`src/rtl/seg_scan_decoder_if.sv`:
```
// seg_scan_decoder_if: scanned seven-segment bus in, decoded score and status out.
interface seg_scan_decoder_if;
  logic [7:0]  seg_in;
  logic [3:0]  sel_in;
  logic [15:0] score;
  logic        score_valid;
  logic        decode_err;
  logic        link_lost;
  logic        blank;
  modport master (output seg_in, sel_in, input score, score_valid, decode_err, link_lost, blank);
  modport slave  (input seg_in, sel_in, output score, score_valid, decode_err, link_lost, blank);
endinterface

```
`src/rtl/seg_scan_decoder.sv`:
```
// seg_scan_decoder: rebuilds a 4-digit BCD score from a multiplexed seven-segment scan,
// publishing only after two identical consecutive frames.
module seg_scan_decoder #(
  parameter int TIMEOUT_CYC = 400_000
) (
  input logic clk,
  input logic rst,
  seg_scan_decoder_if.slave bus
);
  localparam int CW = $clog2(TIMEOUT_CYC + 1);
  typedef enum logic [1:0] {IDLE, ARMED, LOST, BLANK} state_t;
  state_t r_state, w_next;
  logic [7:0]    r_seg_q;
  logic [3:0]    r_sel_q, r_sel_p, r_mask;
  logic [15:0]   r_asm, r_cand, r_score;
  logic          r_score_valid, r_decode_err;
  logic [CW-1:0] r_cnt;
  logic [3:0]    w_digit;
  logic [1:0]    w_idx;
  logic          w_valid, w_sel_ok, w_cap, w_blank, w_to, w_done, w_pub;
  always_comb begin
    w_digit = 4'd0;
    w_valid = 1'b1;
    case (r_seg_q)
      8'hC0: w_digit = 4'd0;
      8'hF9: w_digit = 4'd1;
      8'hA4: w_digit = 4'd2;
      8'hB0: w_digit = 4'd3;
      8'h99: w_digit = 4'd4;
      8'h92: w_digit = 4'd5;
      8'h82: w_digit = 4'd6;
      8'hF8: w_digit = 4'd7;
      8'h80: w_digit = 4'd8;
      8'h90: w_digit = 4'd9;
      default: w_valid = 1'b0;
    endcase
  end
  assign w_idx    = r_sel_q == 4'b0111 ? 2'd0 : r_sel_q == 4'b1011 ? 2'd1 : r_sel_q == 4'b1101 ? 2'd2 : 2'd3;
  assign w_sel_ok = r_sel_q inside {4'b0111, 4'b1011, 4'b1101, 4'b1110};
  assign w_cap    = w_sel_ok && r_sel_q != r_sel_p;
  assign w_blank  = r_sel_q == 4'b0000;
  assign w_to     = r_cnt == CW'(TIMEOUT_CYC);
  assign w_done   = r_mask == 4'hF && !w_blank;
  assign w_pub    = w_done && r_state == ARMED && r_asm == r_cand && r_asm != r_score;
  // A capture always outranks a coincident timeout so the link recovers on the first new digit.
  always_comb begin
    w_next = r_state == BLANK ? IDLE : r_state;
    if (w_done) w_next = ARMED;
    if (w_cap) w_next = (!w_valid || w_next == LOST) ? IDLE : w_next;
    else if (w_to) w_next = LOST;
    if (w_blank) w_next = BLANK;
  end
  always_ff @(posedge clk or negedge rst) begin
    if (!rst) begin
      r_state       <= IDLE;
      r_seg_q       <= 8'hFF;
      r_sel_q       <= 4'hF;
      r_sel_p       <= 4'hF;
      r_mask        <= 4'h0;
      r_asm         <= 16'h0;
      r_cand        <= 16'h0;
      r_score       <= 16'h0;
      r_score_valid <= 1'b0;
      r_decode_err  <= 1'b0;
      r_cnt         <= '0;
    end else begin
      r_state       <= w_next;
      r_seg_q       <= bus.seg_in;
      r_sel_q       <= bus.sel_in;
      r_sel_p       <= r_sel_q;
      r_score_valid <= w_pub;
      r_decode_err  <= w_cap && !w_valid;
      if (w_blank || (w_to && !w_cap) || (w_cap && !w_valid)) r_mask <= 4'h0;
      else if (w_cap) r_mask <= (w_done ? 4'h0 : r_mask) | (4'b0001 << w_idx);
      else if (w_done) r_mask <= 4'h0;
      if (w_cap && w_valid) r_asm[{w_idx, 2'b00} +: 4] <= w_digit;
      if (w_done) r_cand <= r_asm;
      if (w_pub) r_score <= r_asm;
      if (w_blank || w_cap) r_cnt <= '0;
      else if (!w_to) r_cnt <= r_cnt + 1'b1;
    end
  end
  assign bus.score       = r_score;
  assign bus.score_valid = r_score_valid;
  assign bus.decode_err  = r_decode_err;
  assign bus.link_lost   = r_state == LOST;
  assign bus.blank       = w_blank;
endmodule

```
`src/flat_wrapper.sv`:
```
// flat-port wrapper written by rule: the top's interface ports become plain ports
module seg_scan_decoder_flat 
#(
  parameter int TIMEOUT_CYC = 400_000
)
  (clk, rst, bus_seg_in, bus_sel_in, bus_score, bus_score_valid, bus_decode_err, bus_link_lost, bus_blank);
  seg_scan_decoder_if bus_i ();
  input logic clk;
  input logic rst;
  input wire logic [$bits(bus_i.seg_in)-1:0] bus_seg_in;
  input wire logic [$bits(bus_i.sel_in)-1:0] bus_sel_in;
  output wire logic [$bits(bus_i.score)-1:0] bus_score;
  output wire logic [$bits(bus_i.score_valid)-1:0] bus_score_valid;
  output wire logic [$bits(bus_i.decode_err)-1:0] bus_decode_err;
  output wire logic [$bits(bus_i.link_lost)-1:0] bus_link_lost;
  output wire logic [$bits(bus_i.blank)-1:0] bus_blank;
  assign bus_i.seg_in = bus_seg_in;
  assign bus_i.sel_in = bus_sel_in;
  assign bus_score = bus_i.score;
  assign bus_score_valid = bus_i.score_valid;
  assign bus_decode_err = bus_i.decode_err;
  assign bus_link_lost = bus_i.link_lost;
  assign bus_blank = bus_i.blank;
  seg_scan_decoder #(.TIMEOUT_CYC(TIMEOUT_CYC)) u_core (.clk(clk), .rst(rst), .bus(bus_i));
endmodule
```
`config.mk`:
```
export PLATFORM = sky130hd
export DESIGN_NAME = seg_scan_decoder_flat
export DESIGN_NICKNAME = d
export VERILOG_FILES = /design/src/rtl/seg_scan_decoder_if.sv /design/src/rtl/seg_scan_decoder.sv /design/src/flat_wrapper.sv
export SDC_FILE = /design/constraint.sdc
export NUM_CORES = 1
export LEC_CHECK = 0
export BUFFER_PORTS_ARGS = -buffer_cell sky130_fd_sc_hd__buf_4
export CAP_MARGIN = 15
export CORE_MARGIN = 5
export CORE_UTILIZATION = 55
export CTS_CLUSTER_SIZE = 8
export DETAILED_ROUTE_END_ITERATION = 16
export GPL_ROUTABILITY_DRIVEN = 1
export PLACE_DENSITY = 0.71
export RECOVER_POWER = 50
export SETUP_SLACK_MARGIN = 0.4
export SLEW_MARGIN = 20
export SYNTH_ARGS = -nofsm -noshare
export SYNTH_HDL_FRONTEND = slang
export SYNTH_SLANG_ARGS = --single-unit
```
`constraint.sdc`:
```
create_clock -name clk -period 3.72 [get_ports clk]
set_clock_uncertainty 0.1 [all_clocks]
set_input_delay 0.372 -clock clk [delete_from_list [all_inputs] [get_ports clk]]
set_output_delay 0.372 -clock clk [all_outputs]
set_load 0.03 [all_outputs]
```
* Yosys cells after proc, flatten, opt, wreduce, memory -nomap -nowiden
Index checks and enable logic that the tools add are counted.
Widths: inputs -> output; s select.
** Storage, ports and cells
- Flip-flop bits (word level) :: 91
- Latch bits :: 0
- Output and inout bits :: 20
- Logic and storage cells :: 76
- Memories kept :: 0
- RAM bits :: 0
- Bits in read-only memories :: 0
- Bits of input ports :: 14
** Cells by class
- Reduce and logical (&&, ||, !) cells :: 18
- Bitwise operators :: 1
- Divide/modulo/power cells :: 0
- Equal/unequal tests :: 24
- Shifts and indexed selects :: 3
- Mux-type cells :: 17
- Order comparisons :: 0
- Add/subtract/negate cells :: 2
- Multiply operators :: 0
** Operators by type and width (count)
- $eq 8x8->1 const B :: 10
- $mux 19 :: 2
- $pmux 4 s9 :: 1
- $add 19x1->19 const B :: 1
- $eq 19x19->1 const B :: 1
- $bwmux 16 :: 1
- $eq 16x16->1 :: 1
- $eq 4x4->1 const B :: 4
- $mux 2 :: 8
- $ne 16x16->1 :: 1
- $shift 4x6->16 const A :: 1
- $shiftx 4x6->16 :: 1
- $mux 4 :: 3
- $reduce_or 10->1 :: 1
- $logic_and 1x1->1 :: 8
- $eq 2x2->1 const B :: 3
- $neg 4->6 :: 1
- $eq 4x3->1 const B :: 1
- $logic_not 4->1 :: 1
- $logic_or 1x1->1 :: 4
- $ne 4x4->1 :: 1
- $or 4x4->4 :: 1
- $reduce_bool 4->1 :: 1
- $shl 1x2->4 const A :: 1
- other kinds (4) :: 7

* Longest topological paths before layout
Gate-level depths: netlist of the first run.
- Depth after elaboration :: 9
- Mapped depth :: 9
- Depth with buffers taken out :: 7

* Least setup slack after synthesis of the first run
OpenSTA, ideal clock, no wires.
- Kind :: register -> register
- Start point :: reg u_core.r_sel_q[3]
- End point :: reg u_core.r_score[11], in the netlist u_core.bus.score[11]
- Data required time :: 3.495 ns
- Arrival time :: 2.171 ns
- Setup time :: 0.125 ns
- Cell stages (with the launch flop) :: 10
- Buffers on the path :: 2
- Period minus slack after synthesis :: 2.395 ns
- Path slack :: 1.325 ns
- Cell sequence :: dfstp_2 buf_4 inv_2 nand2_1 inv_2 nor2_4 nand4_1 nor4_4 buf_6 mux2_2
** On the way
- Cells in the longest elaborated chain, start to end :: 6
** Ends and longest elaborated chain
- start: declaration :: RTL line seg_scan_decoder.sv:14 : logic [3:0] r_sel_q, r_sel_p, r_mask;
- start signal: assignment :: RTL line seg_scan_decoder.sv:69 : r_sel_q <= bus.sel_in;
- $logic_not 4->1 :: RTL line seg_scan_decoder.sv:41 : assign w_blank = r_sel_q == 4'b0000;
- via bus_blank :: RTL line flat_wrapper.sv:16 : output wire logic [$bits(bus_i.blank)-1:0] bus_blank;
- $logic_not 1->1 :: RTL line seg_scan_decoder.sv:43 : assign w_done = r_mask == 4'hF && !w_blank;
- $logic_and 1x1->1 :: RTL line seg_scan_decoder.sv:43
- $logic_and 1x1->1 (3 in a row) :: RTL line seg_scan_decoder.sv:44 : assign w_pub = w_done && r_state == ARMED && r_asm == r_cand && r_asm != r_score;
- end signal: assignment :: RTL line seg_scan_decoder.sv:78 : if (w_pub) r_score <= r_asm;
- end: declaration :: RTL line seg_scan_decoder.sv:15 : logic [15:0] r_asm, r_cand, r_score;
The timed path passes the listed nets, and every way through them passes these cells.
A chain may end at the register's enable or synchronous reset.

* Worst setup path after layout of the first run
- Start point :: reg u_core.r_sel_q[3]
- End point :: reg u_core.r_score[11], in the netlist u_core.bus.score[11]
** On the way
- Cells in the longest elaborated chain, start to end :: 6
** Ends and longest elaborated chain (RTL line)
- $logic_not 4->1 :: seg_scan_decoder.sv:41
- $logic_not 1->1 :: seg_scan_decoder.sv:43
- $logic_and 1x1->1 :: seg_scan_decoder.sv:43
- $logic_and 1x1->1 (3 in a row) :: seg_scan_decoder.sv:44
No other way between the ends.

==> flow_summary.json, run 1 <==
{
  "drtIter0Drc": 148,
  "syn-instance-count": 363,
  "worst-path-buf-inv": 3,
  "fmax_mhz": 376,
  "avgRoutedWirePerCell_um": 16.3,
  "num_rows": 32,
  "dp.cells": 489,
  "min_period_over_period_pct": 71.5,
  "cts_buffers": 9,
  "core_area_sq_um": 7730,
  "max-vdd-ir-drop_mv": 0.236,
  "worst_skew_pair.late_latency_ns": 0.36,
  "synth_seq_cells": 91,
  "antenna_cells": 0,
  "synth_top_area_cell": "dfrtp_1",
  "portBuffers": 33,
  "start_util_pct": 56.2,
  "violations": "capacitance limit, slew limit",
  "yosys_warnings": 0,
  "h-tree-depth": 3,
  "tritoncts": "yes",
  "ys_seq_area_share_pct": 52.9,
  "synthTopCellsByArea": "dfrtp_1 43%, dfstp_2 9.7%, mux2_2 8.8%, xnor2_1 5.8%, xor2_1 5.8%",
  "finalCriticalPeriod_ns": 2.66,
  "cap_viol_max_count": 1,
  "fp.dieArea_sq_um": 9780,
  "finalMaxSlewViolations": 92,
  "dr_total_vias": 2863,
  "syn_nets": 379,
  "final_cell_count_no_fill": 513,
  "synth_edf_count": 0,
  "dr.pass1.iters": 4,
  "cp_top_family": "simple AND/OR/NAND/NOR gates",
  "grt_pass1_wl_um": 14200,
  "grt_antenna_before_repair": 0,
  "cts_root_buffer": "clkbuf_8",
  "area_growth_pct": 13.3,
  "arrival_ns": 2.81,
  "grt_max_degree": 92,
  "hold_violations": 0,
  "worstPathCellList": "inv_2 > nand2_1 > inv_2 > nor2_4 > nand4_1 > nor4_4 > buf_4 > mux2_2",
  "max_stage_delay_ns": 0.70,
  "die_x_um": 98.9,
  "setup_tns_ns": 0,
  "syn_area_sq_um": 4350,
  "multi_input_area_sq_um": 1950,
  "drc": 0,
  "ys.flop_type": "dfrtp_1",
  "drt-total-wl_um": 8380,
  "cp_max_fo": 9,
  "die_h_um": 98.9,
  "setup_viol": 0,
  "track_usage_pct": 18.0,
  "ys_top_cells_by_count": "75 x dfrtp_1, 34 x mux2_2, 29 x xnor2_1, 29 x xor2_1, 28 x nor2_1",
  "grt_overflow": 0,
  "worstMarginPinSlew_ns": 2.20,
  "max-slew-margin-rel_pct": -46.6,
  "p_per_area_nw_per_um2": 376,
  "clock_sinks": 91,
  "clkTransAtPathRegs_ns": 0.08,
  "post-dp-hpwl_um": 5780,
  "synth.most_common_cell": "dfrtp_1",
  "clk_path_buf_depth": 2,
  "start_kind": "register",
  "viasPerCell": 5.58,
  "place_congestion": 0.782,
  "post-cts-setup-buffers": 0,
  "p_total_w": 0.00185,
  "fin_nets": 423,
  "leakagePower_nw": 2.31,
  "seq_area_sq_um": 2300,
  "rsz0062_at_grt": "no",
  "io_pins": 34,
  "grt_pass1_vias": 2869,
  "critPathKind": "register to register",
  "hp-class": "input pin to register",
  "ant_nets": 0,
  "drive_above_1_share_pct": 27.3,
  "outcome": "complete, but fails checks",
  "crit_required_ns": 3.87,
  "cp_common_cell": "inv_2",
  "synth.distinct_cells": 49,
  "synth_top_area_share_pct": 43.2,
  "async_reset_ff_share_pct": 100,
  "syn_avg_cell_area_sq_um": 12.0,
  "cp-end-kind": "register",
  "crit_slowest_cell": "dfstp_1",
  "num-fill-cells": 603
}
==> flip-flops by register name, summed over array words and instances (netlist names), 2 cells and up <==
| name | cells |
|---|---|
| u_core.r_sel_q | 4 |
| u_core.bus.score | 16 |
| u_core.r_sel_p | 4 |
| u_core.r_cnt | 19 |
| u_core.r_mask | 4 |
| u_core.r_asm | 16 |
| u_core.r_seg_q | 8 |
| u_core.r_state | 2 |
| u_core.r_cand | 16 |
==> kinds of logic after synthesis <==
group	Yosys count	share of synthesized area [%]
DFF	91	52.9
xor gates and xnor gates	58	11.7
adders and majority gates	2	0.576
muxes	41	10.6
and+or+nand+nor	113	15.1
AOI/OAI and AO/OA	39	6.94
buffers and inverters	19	2.25
==> report_power, final <==
group | total (W) | switching (W) | internal [W]
Clock | 0.000589 | 0.000331 | 0.000258
Sequential | 0.00108 | 0.0000499 | 0.00103
Combinational | 0.000178 | 0.000103 | 0.0000759
==> cells in the final DEF, fill, tap and decap left out, types with 2 or more instances in the layout <==
cell type       n
nor2_1         28
dfstp_2        15
nor3_1          7
a22o_1          8
o21ai_1         4
xnor2_1        29
dlygate4sd3_1   9
nor4_1          7
inv_1           6
mux2_2         34
clkbuf_8       10
dfrtp_1        75
mux2_1          5
nor4_2          3
and4_1          4
a31oi_1         2
o21ai_0         3
and3_1          6
clkinv_2        2
a21oi_1        11
inv_2           2
o21ai_2         2
clkbuf_4       12
or4_1           2
buf_4          22
nand3_1        11
nand2_1        17
xor2_1         29
nor2b_1         3
nor4_4          2
clkinv_4        2
o22ai_1         2
nand4_1        15
mux2i_1         2
ha_1            2
==> metal layers <==
| layer | up-vias | part of all wire (%) | track usage [%] |
|---|---|---|---|
| met5 | - | 0 | 0 |
| met4 | 0 | 1.1 | 5.67 |
| met3 | 8 | 3.4 | 3.68 |
| met2 | 44 | 48 | 28.4 |
| met1 | 1439 | 47 | 25.0 |
| li1 | 1372 | - | - |
==> layout make-up <==
type / instances / area share [%]
Inverter: 8 / 0.610
Clock inverter: 4 / 0.559
Multi-Input combinational cell: 253 / 39.6
Sequential cell: 91 / 46.6
Clock buffer: 11 / 2.87
Timing Repair Buffer: 44 / 7.11
Tap cell: 102 / 2.59
==> final timing paths <==
path	start	end	slack, ns	cells past startpoint
worst max register to register	u_core.r_sel_q[3]	u_core.bus.score[11]	1.06	8
worst max-delay path	u_core.r_sel_q[3]	u_core.bus.score[11]	1.06	8
worst min-delay path	bus_sel_in[0]	u_core.r_sel_q[0]	0.02	1
max in group asynchronous	rst	u_core.r_cnt[1]	1.68	1
min in group asynchronous	rst	u_core.bus.score[9]	0.54	1
worst min register to register	u_core.r_sel_q[0]	u_core.r_sel_p[0]	0.36	0
==> worst reg2reg max path, cell delays in order, from the launching register on <==
cell and delay, ns:
dfstp_1 0.70, inv_2 0.13, nand2_1 0.15, inv_2 0.07, nor2_4 0.13, nand4_1 0.18
nor4_4 0.46, buf_4 0.29, mux2_2 0.35
==> through the flow <==
stage / setup slack [ns] / hold slack (ns) / utilization, % / area [sq um]
after floorplan: 1.32 / -0.0236 / - / 4350
after global placement: 1.19 / 0.322 / 60.4 / 4670
after detailed placement: 1.12 / 0.326 / 60.4 / 4670
after CTS: 1.10 / 0.00132 / 62.6 / 4840
after global routing: 0.889 / 0.00646 / 63.7 / 4920
final: 1.06 / 0.0250 / 63.7 / 4920
==> repair_timing <==
item | in CTS | in global routing
hold endpoints to repair | 0 | 9
setup endpoints to repair | 0 | 0
hold buffers | 0 | 9
gates resized for setup | 0 | 0
Power figures use the tool's default switching activity.
==> run 2: changes to the inputs <==
Settings changed: CORE_UTILIZATION 55 to 54, PLACE_DENSITY 0.71 to 0.73.
Clock period 3.72 ns to 2.25 ns, I/O delays scaled along.
==> flow_summary.json, run 2 (synthesis results as in run 1) <==
{
  "outcome": "completed",
  "setup_viol": 0,
  "arrival_ns": 2.30,
  "cp_max_fo": 9,
  "num_rows": 32,
  "tritoncts": "yes",
  "final_common_cell": "dfrtp_1",
  "finalCriticalPeriod_ns": 2.14,
  "rsz0062_at_grt": "yes",
  "worst_skew_pair.late_latency_ns": 0.36,
  "grt_pass1_wl_um": 18400,
  "largest-register": "u_core.r_cnt",
  "antenna_cells": 0,
  "worst-path-buf-inv": 2,
  "grt_overflow": 0,
  "cts_root_buffer": "clkbuf_8",
  "start_kind": "register",
  "portBuffers": 33,
  "seq_area_sq_um": 2300,
  "drive_above_1_share_pct": 47.4,
  "multi_input_area_sq_um": 2450,
  "drtIter0Drc": 120,
  "setup_tns_ns": 0,
  "worstPathCellList": "nor3_4 > nand2_8 > inv_8 > nor2_4 > nand4_1 > nor4_4 > buf_6 > mux2_2",
  "p_per_area_nw_per_um2": 578,
  "drt-total-wl_um": 11100,
  "max-slew-margin-rel_pct": 32.3,
  "setup_slack_ns": 0.105,
  "grt_max_degree": 43,
  "cp-startpoint": "u_core.r_sel_q[2]",
  "r2r_slack_ns": 0.11,
  "area_growth_pct": 43.0,
  "holdPathEnd": "u_core.r_seg_q[1]",
  "critPathKind": "register to register",
  "final_util_pct": 80.0,
  "clk_path_buf_depth": 2,
  "cts_buffers": 9,
  "drc": 0,
  "pre_cts_ws_ns": 0.0445,
  "max-vdd-ir-drop_mv": 0.482,
  "hold_violations": 0,
  "avgRoutedWirePerCell_um": 18.9,
  "die_h_um": 99.7,
  "place_congestion": 0.859,
  "h-tree-depth": 3,
  "crit_slowest_cell": "dfstp_1",
  "clock_sinks": 91,
  "core_area_sq_um": 7770,
  "min_from": "bus_seg_in[1]",
  "fp.dieArea_sq_um": 9940,
  "cp_top_family": "simple AND/OR/NAND/NOR gates",
  "crit_required_ns": 2.40,
  "viasPerCell": 5.72,
  "start_util_pct": 55.9,
  "final_area_sq_um": 6210,
  "rr_startpoint": "u_core.r_sel_q[2]",
  "min_path_cells": 2,
  "cp-end-kind": "register",
  "max_stage_delay_ns": 0.59,
  "largest_reg_flops": 19,
  "num-fill-cells": 426,
  "hp-class": "input pin to register",
  "fmax_mhz": 466,
  "grt_antenna_before_repair": 0,
  "io_pins": 34,
  "placedInstanceArea_sq_um": 4930,
  "min_period_over_period_pct": 95.3,
  "dr.pass1.iters": 4,
  "finalMaxSlewViolations": 0,
  "worstMarginPinSlew_ns": 1.02,
  "regToRegEndpoint": "u_core.bus.score[8]",
  "ant_nets": 0,
  "die_x_um": 99.7,
  "fin_nets": 496,
  "leakagePower_nw": 2.80,
  "dr_total_vias": 3360,
  "track_usage_pct": 23.5,
  "post-dp-hpwl_um": 6470,
  "grt_pass1_vias": 3678,
  "cap_viol_max_count": 0,
  "rr_worst_depth": 8,
  "clkTransAtPathRegs_ns": 0.09,
  "final_cell_mix": "75 x dfrtp_1, 58 x buf_4, 28 x xnor2_1",
  "holdWs_ns": 0.422
}
## run 2: changes by cell type in the layout (fill, tap and decap cells not counted), sizes merged
cell	delta
buf	+61
clkbuf	+9
dlygate4sd3	+4
clkinv	-3
bufinv	+1
clkinvlp	+1
inv	+1
## run 2: cell type report
type / count / area share, %
Multi-Input combinational cell: 253 / 39.5
Sequential cell: 91 / 37.0
Timing Repair Buffer: 117 / 17.2
Clock buffer: 12 / 2.66
Tap cell: 102 / 2.05
Clock inverter: 4 / 0.886
Inverter: 8 / 0.685
## run 2: metrics by stage
step / total power [W] / std cells
6_report: 0.00359 / 587
5_1_grt: 0.00375 / 587
4_1_cts: 0.00353 / 581
3_5_place_dp: 0.00217 / 513
3_3_place_gp: 0.00215 / 513
2_1_floorplan: 0.00202 / 363
## run 2: how the worst max path moves through the flow
stage,to,slack [ns],cells after the start
4_1_cts,u_core.bus.score[7],0.05,6
5_1_grt,u_core.bus.score[11],0.02,6
2_1_floorplan,u_core.bus.score[11],-0.11,9
3_5_place_dp,u_core.bus.score[7],0.04,8
3_3_place_gp,u_core.bus.score[2],0.09,8
6_report,u_core.bus.score[8],0.11,8
## run 2: timing repair
| item | 4_1_cts | 5_1_grt |
|---|---|---|
| buffers inserted | 36 | 6 |
| pin swaps | 34 | 11 |
| hold buffers | 13 | 0 |
| hold endpoints to repair | 51 | 0 |
| resized for setup | 78 | 39 |
| gates cloned | 3 | 0 |
| setup endpoints to repair | 75 | 59 |
## run 2: per-layer routing
metal / up-vias / global-route usage, % / routed length [um]
li1: 1526 / - / -
met2: 101 / 41.6 / 5900
met5: - / 0 / 0
met3: 21 / 4.49 / 469
met4: 0 / 10.8 / 301
met1: 1712 / 27.5 / 4450
## run 2: power breakdown
group          leakage, nW  internal, W  switching (W)
logic                 1.49     0.000305       0.000312
registers             1.21      0.00171      0.0000842
clock network        0.109     0.000611       0.000574
total                 2.80      0.00262       0.000970
